==> config.mk <==
export PLATFORM = sky130hd
export DESIGN_NAME = reset_pulse_monitor
export DESIGN_NICKNAME = d
export VERILOG_FILES = /design/src/rtl/reset_pulse_monitor.sv
export SDC_FILE = /design/constraint.sdc
export NUM_CORES = 1
export LEC_CHECK = 0
export ABC_AREA = 1
export CAP_MARGIN = 20
export CORE_MARGIN = 3
export CORE_UTILIZATION = 56
export CTS_CLUSTER_DIAMETER = 60
export DETAILED_ROUTE_END_ITERATION = 10
export PLACE_DENSITY = 0.86
export SYNTH_ARGS = -nofsm -noshare
export SYNTH_HDL_FRONTEND = slang
export SYNTH_SLANG_ARGS = --single-unit
==> constraint.sdc <==
create_clock -name clock -period 3.99 [get_ports clock]
set_input_delay 0.399 -clock clock [delete_from_list [all_inputs] [get_ports clock]]
set_output_delay 0.399 -clock clock [all_outputs]
set_load 0.005 [all_outputs]
==> src/rtl/reset_pulse_monitor.sv <==
// Synchronizes an observed reset line, emits assert/deassert events and checks pulse widths.
// Optional glitch filter on the synchronized line is enabled by defining RESET_MON_FILTER_EN.
module reset_pulse_monitor #(
    parameter bit          RESET_POLARITY = 1'b1,
    parameter int unsigned SYNC_STAGES    = 2,
    parameter int unsigned CNT_WIDTH      = 16,
    parameter int unsigned FILTER_CYCLES  = 3
) (
    input  logic                 clock,
    input  logic                 reset,
    input  logic                 mon_reset,
    input  logic [CNT_WIDTH-1:0] cfg_min_active,
    input  logic [CNT_WIDTH-1:0] cfg_max_active,
    input  logic                 clear_stats,
    output logic                 in_reset,
    output logic                 assert_pulse,
    output logic                 deassert_pulse,
    output logic [CNT_WIDTH-1:0] active_len,
    output logic                 active_len_valid,
    output logic [7:0]           assert_count,
    output logic                 err_short,
    output logic                 err_long
);

    localparam int unsigned INIT_W = $clog2(SYNC_STAGES + 1);

    if (SYNC_STAGES < 2 || SYNC_STAGES > 4) begin : g_bad_sync
        $error("reset_pulse_monitor: SYNC_STAGES must be in 2..4");
    end
    if (FILTER_CYCLES < 1) begin : g_bad_filter
        $error("reset_pulse_monitor: FILTER_CYCLES must be >= 1");
    end

    typedef enum logic [1:0] {StInit, StIdle, StActive} state_e;

    state_e                 state_q, state_d;
    logic [SYNC_STAGES-1:0] sync_q;
    logic                   sync_out;
    logic                   act;
    logic [INIT_W-1:0]      init_cnt_q, init_cnt_d;
    logic [CNT_WIDTH-1:0]   cnt_q, cnt_d;
    logic [CNT_WIDTH-1:0]   active_len_q, active_len_d;
    logic [7:0]             count_q, count_d, count_base;
    logic                   assert_q, assert_d;
    logic                   deassert_q, deassert_d;
    logic                   len_valid_q, len_valid_d;
    logic                   err_short_q, err_short_d;
    logic                   err_long_q, err_long_d;

    // Flops start at the inactive level so no spurious event appears out of reset.
    always_ff @(posedge clock) begin
        if (reset) begin
            sync_q <= {SYNC_STAGES{~RESET_POLARITY}};
        end else begin
            sync_q <= {sync_q[SYNC_STAGES-2:0], mon_reset};
        end
    end

    assign sync_out = sync_q[SYNC_STAGES-1];

`ifdef RESET_MON_FILTER_EN
    localparam int unsigned FILT_W = $clog2(FILTER_CYCLES + 1);

    logic [FILT_W-1:0] filt_cnt_q;
    logic              filt_level_q;

    always_ff @(posedge clock) begin
        if (reset) begin
            filt_cnt_q   <= '0;
            filt_level_q <= ~RESET_POLARITY;
        end else if (sync_out != filt_level_q) begin
            if (filt_cnt_q == FILT_W'(FILTER_CYCLES - 1)) begin
                filt_level_q <= sync_out;
                filt_cnt_q   <= '0;
            end else begin
                filt_cnt_q <= filt_cnt_q + 1'b1;
            end
        end else begin
            filt_cnt_q <= '0;
        end
    end

    assign act = (filt_level_q == RESET_POLARITY);
`else
    assign act = (sync_out == RESET_POLARITY);
`endif

    always_comb begin
        state_d      = state_q;
        init_cnt_d   = init_cnt_q;
        cnt_d        = cnt_q;
        active_len_d = active_len_q;
        assert_d     = 1'b0;
        deassert_d   = 1'b0;
        len_valid_d  = 1'b0;
        // Clear forms the base value so a same-cycle update still lands on top of it.
        count_base   = clear_stats ? 8'd0 : count_q;
        count_d      = count_base;
        err_short_d  = clear_stats ? 1'b0 : err_short_q;
        err_long_d   = clear_stats ? 1'b0 : err_long_q;

        unique case (state_q)
            StInit: begin
                if (init_cnt_q == INIT_W'(SYNC_STAGES)) begin
                    if (act) begin
                        state_d  = StActive;
                        assert_d = 1'b1;
                        cnt_d    = CNT_WIDTH'(1);
                    end else begin
                        state_d = StIdle;
                    end
                end else begin
                    init_cnt_d = init_cnt_q + 1'b1;
                end
            end
            StIdle: begin
                if (act) begin
                    state_d  = StActive;
                    assert_d = 1'b1;
                    cnt_d    = CNT_WIDTH'(1);
                end
            end
            StActive: begin
                if (act) begin
                    if (cnt_q != '1) begin
                        cnt_d = cnt_q + 1'b1;
                    end
                    if (cfg_max_active != '0 && cnt_d > cfg_max_active) begin
                        err_long_d = 1'b1;
                    end
                end else begin
                    state_d      = StIdle;
                    deassert_d   = 1'b1;
                    len_valid_d  = 1'b1;
                    active_len_d = cnt_q;
                    count_d      = (count_base == 8'hFF) ? 8'hFF : count_base + 8'd1;
                    if (cnt_q < cfg_min_active) begin
                        err_short_d = 1'b1;
                    end
                end
            end
            default: state_d = StInit;
        endcase
    end

    always_ff @(posedge clock) begin
        if (reset) begin
            state_q      <= StInit;
            init_cnt_q   <= '0;
            cnt_q        <= '0;
            active_len_q <= '0;
            count_q      <= '0;
            assert_q     <= 1'b0;
            deassert_q   <= 1'b0;
            len_valid_q  <= 1'b0;
            err_short_q  <= 1'b0;
            err_long_q   <= 1'b0;
        end else begin
            state_q      <= state_d;
            init_cnt_q   <= init_cnt_d;
            cnt_q        <= cnt_d;
            active_len_q <= active_len_d;
            count_q      <= count_d;
            assert_q     <= assert_d;
            deassert_q   <= deassert_d;
            len_valid_q  <= len_valid_d;
            err_short_q  <= err_short_d;
            err_long_q   <= err_long_d;
        end
    end

    assign in_reset         = (state_q == StActive);
    assign assert_pulse     = assert_q;
    assign deassert_pulse   = deassert_q;
    assign active_len       = active_len_q;
    assign active_len_valid = len_valid_q;
    assign assert_count     = count_q;
    assign err_short        = err_short_q;
    assign err_long         = err_long_q;

endmodule

==> flow_summary.ini, run 1 <==
[status]
status = completed

[sta]
max_slew_margin_pct = 45.10
slew_violations = 0
period_share_pct = 66.40
finalHoldViolations = 0
fin_worst_skew_ns = 0.01019
setup_tns_ns = 0
hold_slack_ns = 0.4132
rsz0062_at_grt = no
clock.fmax_mhz = 377.4
final-setup-viol-count = 0
tightest_slew_ns = 0.8227
period_needed_ns = 2.650
fin_ws_ns = 1.340

[routing]
drc = 0
detail_route.first_pass.iterations = 4
num_vias = 3297
via_per_inst = 5.267
wire_per_inst_um = 13.61
routed_wl_mm = 8.521
antenna_left = 0
drtIter0Drc = 169

[global_route]
grtUsageMet3_pct = 5.258
grt_overflow = 0
antenna_found_initial = 0
grtUsageMet2_pct = 43.80
grt_pass1_vias = 3155
grt_pass1_wl_mm = 14.31
grt_start_max_net_pins = 29
met1_usage_pct = 29.92
track_usage_pct = 24.85
grt.busiest_layer = met2

[clock_network]
clk_path_buf_depth = 2
numCtsBuffers = 5
clk_latency_ns = 0.31
cts_max_level = 2
cts_root_buf = clkbuf_8
cts_tree = yes
clkSinkCount = 50
postCtsSetupBuffers = 0
cts.clk_slew.worst_paths_ns = 0.09
cts_hold_buf = 0
post_cts_resized = 0

[critical_path]
path_buf_inv = 0
worstSetupPathType = reg2reg
critPathCaptureType = flop
r2r_start = cnt_q[2]
path_cells = nand2_1, nor2_1, nand2_1, nor2_1, nand2_1, nand2_1, nand3_1, ha_1, nand2_1, nor2_1, nand2_1, nor3b_1, nor2_1, nand2_1, a21oi_1
startpoint = cnt_q[2]
cp_top_family = simple AND/OR/NAND/NOR gates
critPathArrivalTime_ns = 2.83
slowest_stage = dfxtp_1
worst_path_largest_cell_delay_ns = 0.49
path_max_fanout = 8
cp.required_ns = 4.17
cp-start-kind = flop
crit_top_cell = nand2_1

[place]
dp_worst_setup_slack_ns = 1.451
place_inst = 618
hpwl_mm = 6.719
place_area_mm2 = 0.004018
gp_congestion = 0.8733
io_buffers = 65

[floorplan]
rows = 27
pin_count = 66
initial_core_util_pct = 59.19
die-area_mm2 = 0.006926
die-width_um = 83.22
die_h_um = 83.22
core_mm2 = 0.005642

[synthesis]
ys_warn_count = 0
ys_seq_area_share_pct = 29.97
mappedNetlistNets = 562
ys_types = 33
netlist_area_mm2 = 0.003339
syn_avg_cell_area_um2 = 6.788
synth_seq_cells = 50
synth_area_leaders = dfxtp_1 30%, nand2_1 13%, ha_1 13%
syn-instance-count = 492
synth_top_area_share_pct = 29.97
synth_top_area_cell = dfxtp_1

[cells_and_area]
fillers = 471
finalNonFillerCells = 626
multi_input_area_mm2 = 0.001979
fin_nets = 623
insertedDiodeCount = 0
seq_area_mm2 = 0.001001
fin_util_pct = 73.28
drive_gt1_share_pct = 7.581
final_cell_area_mm2 = 0.004134
syn_to_final_growth_pct = 23.79

[min_path]
holdCritStartpoint = sync_q[0]
hp-class = reg2reg

[run]
max_cap_viol_count = 0

[power_and_ir_drop]
power.density_mw_per_mm2 = 257.0
irDropWorstVdd_v = 0.0002247
p_leak_nw = 1.939
p_total_mw = 1.063
## layout make-up
cell class | count | share of cell area (%)
Tap cell | 72 | 2.179
Timing Repair Buffer | 67 | 16.10
Clock inverter | 3 | 1.150
Multi-Input combinational cell | 354 | 47.88
Clock buffer | 5 | 1.665
Sequential cell | 50 | 24.21
Inverter | 75 | 6.810
## metal layers
metal,vias to the layer above,routed length [um]
met5,-,0
met4,0,175
met3,16,475
met2,90,4210
met1,1510,3660
li1,1681,-
## state kept, by name, indices dropped and copies added (netlist names)
name              flops
active_len           16
active_len_valid      1
assert_count          8
assert_pulse          1
cnt_q                16
err_long              1
err_short             1
init_cnt_q            2
state_q               2
sync_q                2
## report_power, final
| group | switching, mW | internal (mW) | total (mW) |
|---|---|---|---|
| Combinational | 0.0805 | 0.0784 | 0.159 |
| Sequential | 0.0142 | 0.520 | 0.534 |
| Clock | 0.180 | 0.190 | 0.370 |
## placed cells by master, fill, tap and decap left out, types with 2 or more instances in the layout
| cell | synthesis | layout |
|---|---|---|
| xor2_1 | 12 | 12 |
| clkdlybuf4s50_1 | 0 | 65 |
| nand3_1 | 18 | 18 |
| nand2_4 | 2 | 2 |
| a21oi_1 | 32 | 32 |
| nor2_1 | 63 | 63 |
| a21oi_2 | 10 | 10 |
| nand2_2 | 12 | 12 |
| nor3_1 | 6 | 6 |
| nand2_1 | 117 | 117 |
| nor2_2 | 2 | 2 |
| inv_1 | 73 | 73 |
| dfxtp_1 | 50 | 50 |
| nor2_4 | 2 | 2 |
| inv_2 | 2 | 2 |
| xnor2_1 | 2 | 2 |
| clkbuf_8 | 0 | 5 |
| buf_4 | 3 | 2 |
| ha_1 | 34 | 34 |
| o21ai_0 | 25 | 25 |
| nand4_1 | 6 | 6 |
## worst reg2reg max path: cells and delay by family (launching register included)
kind            cells  cell delay (ns)
compound gates      1             0.06
fa+ha+maj           1             0.34
flops               1             0.49
simple gates       13             1.63
## Yosys cell counts, drive strengths merged
library cell  instances
nand2               131
inv                  75
nor2                 67
dfxtp                50
a21oi                42
ha                   34
o21ai                25
nand3                19
xor2                 12
clkbuf                8
nor3                  7
nand4                 6
buf                   5
xnor2                 2
a21o                  1
a31oi                 1
and2                  1
and3                  1
nor3b                 1
nor4                  1
o211a                 1
o21a                  1
o21bai                1
## kinds of logic (layout without fill, tap and decap cells)
group	Yosys count	in the layout	synth area share [%]
simple gates	234	234	30.54
fa+ha+maj	34	34	12.74
compound gates	72	72	12.33
buf+inv	88	150	10.75
xor+xnor	14	14	3.672
flops	50	50	29.97
## path summary, 6_finish.rpt
kind / end / slack [ns] / cells past startpoint
max reg2reg: err_long / 1.34 / 15
min: sync_q[1] / 0.41 / 2
min reg2reg: sync_q[1] / 0.41 / 2
max: err_long / 1.34 / 15
Power figures use the tool's default switching activity.
==> run 2: changes to the inputs <==
--- a/config.mk
+++ b/config.mk
@@ -8,10 +8,10 @@
 export ABC_AREA = 1
 export CAP_MARGIN = 20
 export CORE_MARGIN = 3
-export CORE_UTILIZATION = 56
+export CORE_UTILIZATION = 47
 export CTS_CLUSTER_DIAMETER = 60
 export DETAILED_ROUTE_END_ITERATION = 10
-export PLACE_DENSITY = 0.86
+export PLACE_DENSITY = 0.77
 export SYNTH_ARGS = -nofsm -noshare
 export SYNTH_HDL_FRONTEND = slang
 export SYNTH_SLANG_ARGS = --single-unit
==> constraint.sdc (replaced) <==
create_clock -name clock -period 2.2 [get_ports clock]
set_input_delay 0.22 -clock clock [delete_from_list [all_inputs] [get_ports clock]]
set_output_delay 0.22 -clock clock [all_outputs]
set_load 0.005 [all_outputs]
==> run 2 against run 1 <==
  * Via count grew 4.8%
  * Die area grew 18%
  * Register-to-register slack lost 1.3 ns
  * Largest power group unchanged
  * Highest routed layer unchanged
==> flow_summary.ini, run 2 (same netlist as run 1, synthesis figures left out) <==
[critical_path]
cp_top_family = simple AND/OR/NAND/NOR gates
critPathArrivalTime_ns = 2.32
crit_top_cell = nand2_2
worstSetupPathType = reg2reg
cp.required_ns = 2.39
slowest_stage = dfxtp_2
cp-start-kind = flop
reg2reg_depth = 14
path_buf_inv = 1
critPathCaptureType = flop
path_max_fanout = 2
path_depth = 14
worst_path_largest_cell_delay_ns = 0.37
path_cells = nand2_2, nor2_4, buf_4, nand3_1, xor2_1, nand2_2, ha_4, nand2_2, nor2_2, nand2_2, nor3b_2, nor2_1, nand2_1, a21oi_1

[global_route]
grt_overflow = 0
grt_start_max_net_pins = 27
grt_pass1_wl_mm = 15.09
grt_pass1_vias = 3398
antenna_found_initial = 0
track_usage_pct = 22.07

[clock_network]
cts_max_level = 2
numCtsBuffers = 5
clk_path_buf_depth = 2
cts_hold_buf = 0
clkSinkCount = 50
cts_tree = yes
cts_root_buf = clkbuf_8
cts.clk_slew.worst_paths_ns = 0.09
clk_latency_ns = 0.30

[floorplan]
pin_count = 66
die-area_mm2 = 0.008152
core_mm2 = 0.006832
die-width_um = 90.29
die_h_um = 90.29
rows = 30
initial_core_util_pct = 48.88

[place]
gp_congestion = 0.9028
hpwl_mm = 7.006
io_buffers = 65
place_inst = 676

[routing]
wire_per_inst_um = 13.56
antenna_left = 0
drc = 0
drtIter0Drc = 141
num_vias = 3455
detail_route.first_pass.iterations = 4
routed_wl_mm = 9.400
via_per_inst = 4.986

[sta]
final-setup-viol-count = 0
period_share_pct = 96.71
period_needed_ns = 2.128
tightest_slew_ns = 0.6616
rsz0062_at_grt = yes
clock.fmax_mhz = 470.0
finalHoldViolations = 0
hold_slack_ns = 0.4259
fin_worst_skew_ns = 0.007427
max_slew_margin_pct = 55.79
slew_violations = 0

[cells_and_area]
drive_gt1_share_pct = 23.45
syn_to_final_growth_pct = 44.06
final_common_cell = nand2_1
insertedDiodeCount = 0
finalNonFillerCells = 693
fin_nets = 666
layout_common_cells = 104 x nand2_1, 71 x inv_1, 65 x clkdlybuf4s50_1, 52 x nor2_1, 42 x buf_4

[run]
max_cap_viol_count = 0

[min_path]
hp-class = in2reg
worstHoldPathCells = 3

[power_and_ir_drop]
p_leak_nw = 2.227
p_total_mw = 1.931
irDropWorstVdd_v = 0.0003555
power.density_mw_per_mm2 = 401.4

[status]
status = completed
## run 2: cell types whose count changed in the layout (fill, tap and decap cells not counted), sizes merged
cell / before / now
clkbuf: 5 / 6
clkinvlp: 0 / 1
inv: 76 / 75
buf: 2 / 45
clkinv: 1 / 0
## run 2: path summary, 6_finish.rpt
check	start	end	slack, ns
worst max-delay path	cnt_q[2]	err_long	0.07
worst min-delay path	mon_reset	sync_q[0]	0.43
worst max register to register	cnt_q[2]	err_long	0.07
worst min register to register	sync_q[0]	sync_q[1]	0.43
## run 2: what timing repair did
item,CTS,global route
endpoints found under the setup margin,1,1
resized for setup,11,72
setup buffers,1,8
pin swaps,2,32
## run 2: routing by layer
| metal | part of all wire (%) | vias to the layer above | track usage [%] |
|---|---|---|---|
| met2 | 52 | 86 | 40.45 |
| li1 | - | 1762 | - |
| met3 | 4.4 | 12 | 3.000 |
| met5 | 0 | - | 0 |
| met1 | 42 | 1595 | 26.96 |
| met4 | 1.5 | 0 | 5.995 |
## run 2: report_power, final
part | switching [mW] | internal, mW
sequential | 0.0252 | 0.933
combinational | 0.161 | 0.160
clock | 0.312 | 0.340
total | 0.498 | 1.43
## run 2: metrics by stage
| step | area (um2) | TNS [ns] | utilization (%) | setup slack (ns) |
|---|---|---|---|---|
| after detailed placement | 4303 | -0.09986 | 62.99 | -0.09986 |
| final | 4811 | 0 | 70.42 | 0.07233 |
| after CTS | 4444 | 0 | 65.05 | 0.003740 |
| after floorplan | 3339 | 0 | - | 0.07614 |
| after global routing | 4811 | -0.07094 | 70.42 | -0.07094 |
| after global placement | 4303 | -0.01015 | 62.99 | -0.01015 |
## run 2: area by class of cell
type                            instances  area (um2)
Clock buffer                            6       72.57
Fill cell                             539        2021
Clock inverter                          2       37.54
Tap cell                               96       120.1
Timing Repair Buffer                  110       999.7
Inverter                               75       286.5
Multi-Input combinational cell        354        2256
Sequential cell                        50        1039
## run 2: worst register-to-register path, cell delays in order (launching register included)
cell and delay, ns:
dfxtp_2 0.37, nand2_2 0.10, nor2_4 0.14, buf_4 0.14
nand3_1 0.11, xor2_1 0.20, nand2_2 0.11, ha_4 0.29
nand2_2 0.06, nor2_2 0.10, nand2_2 0.08, nor3b_2 0.18
nor2_1 0.05, nand2_1 0.06, a21oi_1 0.06
==> RTL edit 1 (flow settings as in run 2) <==
Set the parameter `RESET_POLARITY` to 1'b0 (it was 1'b1).
--- a/src/rtl/reset_pulse_monitor.sv
+++ b/src/rtl/reset_pulse_monitor.sv
@@ -3,3 +3,3 @@
 module reset_pulse_monitor #(
-    parameter bit          RESET_POLARITY = 1'b1,
+    parameter bit          RESET_POLARITY = 1'b0,
     parameter int unsigned SYNC_STAGES    = 2,
Function: changed (a bounded check fails within 4 cycles, from zero or initial values and one cycle with reset high).
==> RTL edit 1 against run 2 <==
- the flow now finishes with violations (setup timing)
- clock power is essentially flat
- maximum frequency fell by 3.3%
- final area decreased by 7.3%
- sequential share of layout area up 1.0 points
- worst setup slack got worse by 73 ps
- non-clock buffer count fell by 16
- routed wire length is 9.8% lower
- synthesized area increased by 0.75%
- clock skew hardly changed
- sequential cell count did not move
- combinational power down 8.4%
- sequential power increased by 0.9%
- power is 0.81% lower
==> RTL edit 1: results (changes against run 2) <==
metric	value	unit	change
endpoints failing setup	1		was 0
leakage	0.00214	uW	was 0.00223 uW
dominant cells by area after synthesis	dfxtp_1 (30%), nand2_1 (13%), ha_1 (13%)		unchanged
run status	finished, violations left		was completed
Worst R2R Path Depth	19		was 14
Worst path max stage delay	340	ps	was 370 ps
setup TNS	-0.695	ps	was 0 ps
Reg2Reg Launch Point	cnt_q[0]		was cnt_q[2]
Worst Hold Endpoint	sync_q[1]		was sync_q[0]
GRT Total Usage	0.207		was 0.221
syn nets	556		was 562
Starting DRT DRC Count	150		was 141
Setup Skew	7.72	ps	was 7.43 ps
CP Launch Point	cnt_q[0]		was cnt_q[2]
register area share after synthesis	0.298		was 0.300
Avg Inst Size Synth	6.92	um^2	was 6.79 um^2
count of cell types in the netlist	35		was 33
Slew HR	0.578		was 0.558
Hold Crit Class	reg -> reg		was in -> reg
largest net degree at the start of global routing	26		was 27
fin cells	671		was 693
area post-placement	4290	um^2	was 4300 um^2
Hold Path Origin	sync_q[0]		was mon_reset
violated checks	setup timing		
Global Route met1 Usage	0.246		was 0.270
WL per Instance	12.6	um	was 13.6 um
hold slack	405	ps	was 426 ps
Setup WS post-layout	-0.695	ps	was 72.3 ps
vias in the first global route	3213		was 3,398
## RTL edit 1: what timing repair did
action | in CTS | in global routing
pin swaps | 1 | 0
buffers inserted | 0 | 0
gates resized for setup | 8 | 10
endpoints found under the setup margin | 1 | 1
hold buffers | 0 | 0
## RTL edit 1: critical path, delay by kind of cell (launching register included)
family                     cells  cell delay [ps]
adders and majority gates      2              470
buffers and inverters          2              220
DFF                            1              340
and+or+nand+nor               13              860
AOI/OAI and AO/OA              2              180
## RTL edit 1: how the worst max path moves through the flow
stage               slack, ps       end
floorplan                  70  err_long
global placement           20  err_long
detailed placement        -50  err_long
CTS                         7  err_long
global route             -140  err_long
finish                   -0.7  err_long
## RTL edit 1: per-stage QoR
step / worst slack [ps] / power [uW]
2_1_floorplan: 66.3 / 1140
3_3_place_gp: 22.4 / 1270
3_5_place_dp: -53.2 / 1280
4_1_cts: 7.47 / 1920
5_1_grt: -139 / 2010
6_report: -0.695 / 1920
## RTL edit 1: report_power, final
part	internal [uW]	switching [uW]	total [uW]
clock	339	315	654
sequential	944	23.7	968
combinational	147	147	294
total	1430	486	1920
## RTL edit 1: logic make-up (layout without fill, tap and decap cells)
logic type | Yosys count | after routing | synth area share
xor gates and xnor gates | 14 | 14 | 0.0364
DFF | 50 | 50 | 0.298
AOI/OAI and AO/OA | 76 | 76 | 0.128
buffers and inverters | 85 | 174 | 0.104
and+or+nand+nor | 227 | 227 | 0.308
adders and majority gates | 34 | 34 | 0.126
## RTL edit 1: final cells by class
class                   instances  area (um^2)
clock buffers                   5         68.8
clock inverters                 3         45.0
fillers                       616         2410
inverters                      72          273
multi-input cells             351         2060
flip-flops and latches         50         1010
well taps                      96          120
repair buffers                 94          885
## RTL edit 1: per-layer routing
layer,share of wire,wire (um)
met2,0.49,4200
met3,0.048,407
met5,0,0
met4,0.022,186
met1,0.43,3690
==> RTL edit 2 (flow settings as in run 2) <==
Made on the original files. Register the output `assert_count` once more, with the module's reset; this adds one clock of latency there. The other outputs are not delayed to match.
--- a/src/rtl/reset_pulse_monitor.sv
+++ b/src/rtl/reset_pulse_monitor.sv
@@ -176,3 +176,9 @@
     assign active_len_valid = len_valid_q;
-    assign assert_count     = count_q;
+    always_ff @(posedge clock) begin
+        if (reset) begin
+            assert_count <= '0;
+        end else begin
+            assert_count <= count_q;
+        end
+    end
     assign err_short        = err_short_q;
Behaviour: not the same (Yosys sat finds a counterexample within 10 cycles, from zero or initial values and one cycle with reset high).
==> RTL edit 2 against run 2 <==
- synthesized area is 8.9% higher
- sequential power increased by 16%
- non-clock buffer count down 6
- final area up 5.2%
- power increased by 33%
- cell count rose by 3.5%
- sequential cell count rose by 8
- routed wire length fell by 1.0%
- worst setup slack got worse by 38 ps
- critical endpoint unchanged
- highest routed layer unchanged
==> RTL edit 2: results (changes against run 2) <==
metric	value	unit	change
Crit path arrival time	2360	ps	was 2320 ps
gpl congestion	0.935		was 0.903
fin nets	683		was 666
dpl hpwl	6840	um	was 7010 um
run status	completed		unchanged
Starting DRT DRC Count	215		was 141
Max IR drop VDD	292	uV	was 355 uV
Comb power frac	0.128		was 0.166
xor/xnor share of the synthesized area	0.0310		was 0.0367
syn nets	581		was 562
heaviest power group	clock		was sequential cells
Seq. cell area	1190	um^2	was 1040 um^2
synth cell count leaders	nand2_1 (115), inv_1 (70), nor2_1 (60)		was nand2_1 (117), inv_1 (73), nor2_1 (63)
leakage	0.00239	uW	was 0.00223 uW
vias in the first global route	3377		was 3,398
count of cell types in the netlist	38		was 33
placed insts	692		was 676
first-pass GRT wire length	15000	um	was 15,100 um
DRC viols	0		unchanged
DP Worst Slack	-85.7	ps	was -99.9 ps
Worst Tran Pin Value	686	ps	was 662 ps
layout cells sized above 1	0.249		was 0.235
GRT Total Usage	0.213		was 0.221
WL per Instance	13.0	um	was 13.6 um
Compound-Gate Fraction of Synth Area	0.121		was 0.123
Adder-Cell Fraction of Synth Area	0.117		was 0.127
total number of vias	3565		was 3,455
Worst path max stage delay	370	ps	about the same
ys flop type	dfxtp_1		unchanged
largest net degree at the start of global routing	34		was 27
Avg Inst Size Synth	7.12	um^2	was 6.79 um^2
routed wire length	9300	um	was 9400 um
Hold Crit Class	in -> reg		unchanged
CP Max Fanout	3		was 2
Switching Power	626	uW	was 498 uW
register area share after synthesis	0.319		was 0.300
CTS buffer count	9		was 5
Setup Skew	12.6	ps	was 7.43 ps
clk slew on worst S/H paths	70	ps	was 90 ps
drt pass-1 iters	4		unchanged
Clock Power	1130	uW	was 652 uW
worst-skew pair later-pin latency	340	ps	was 300 ps
Fill cells	594		was 539
CTS HTree Levels	3		was 2
area post-placement	4570	um^2	was 4300 um^2
clock share of power	0.440		was 0.338
Synth Warn #	0		unchanged
crit path max-delay cell type	dfxtp_4		was dfxtp_2
quantity of I/O buffers inserted on ports	65		unchanged
dominant cells by area after synthesis	dfxtp_1 (32%), nand2_1 (12%), ha_1 (12%)		was dfxtp_1 (30%), nand2_1 (13%), ha_1 (13%)
## RTL edit 2: final timing paths
kind                                 from   endpoint  slack [ps]  cells past startpoint
worst min-delay path            mon_reset  sync_q[0]         390                      3
worst min register to register  sync_q[0]  sync_q[1]         410                      2
worst max register to register   cnt_q[1]   err_long          30                     15
worst max-delay path             cnt_q[1]   err_long          30                     15
## RTL edit 2: layout make-up
| type | count | area share |
|---|---|---|
| Multi-Input combinational cell | 362 | 0.450 |
| Sequential cell | 58 | 0.235 |
| Timing Repair Buffer | 104 | 0.186 |
| Inverter | 78 | 0.0593 |
| Clock buffer | 12 | 0.0307 |
| Tap cell | 99 | 0.0245 |
| Clock inverter | 4 | 0.0146 |
## RTL edit 2: layer usage
metal / GRT usage / part of all wire
met5: 0 / 0
met3: 0.0345 / 0.050
met2: 0.367 / 0.49
met1: 0.268 / 0.45
met4: 0.0710 / 0.017
## RTL edit 2: timing repair
item,in CTS,in global routing
resized for setup,11,38
pin swaps,10,34
setup endpoints to repair,1,1
buffers inserted,2,7
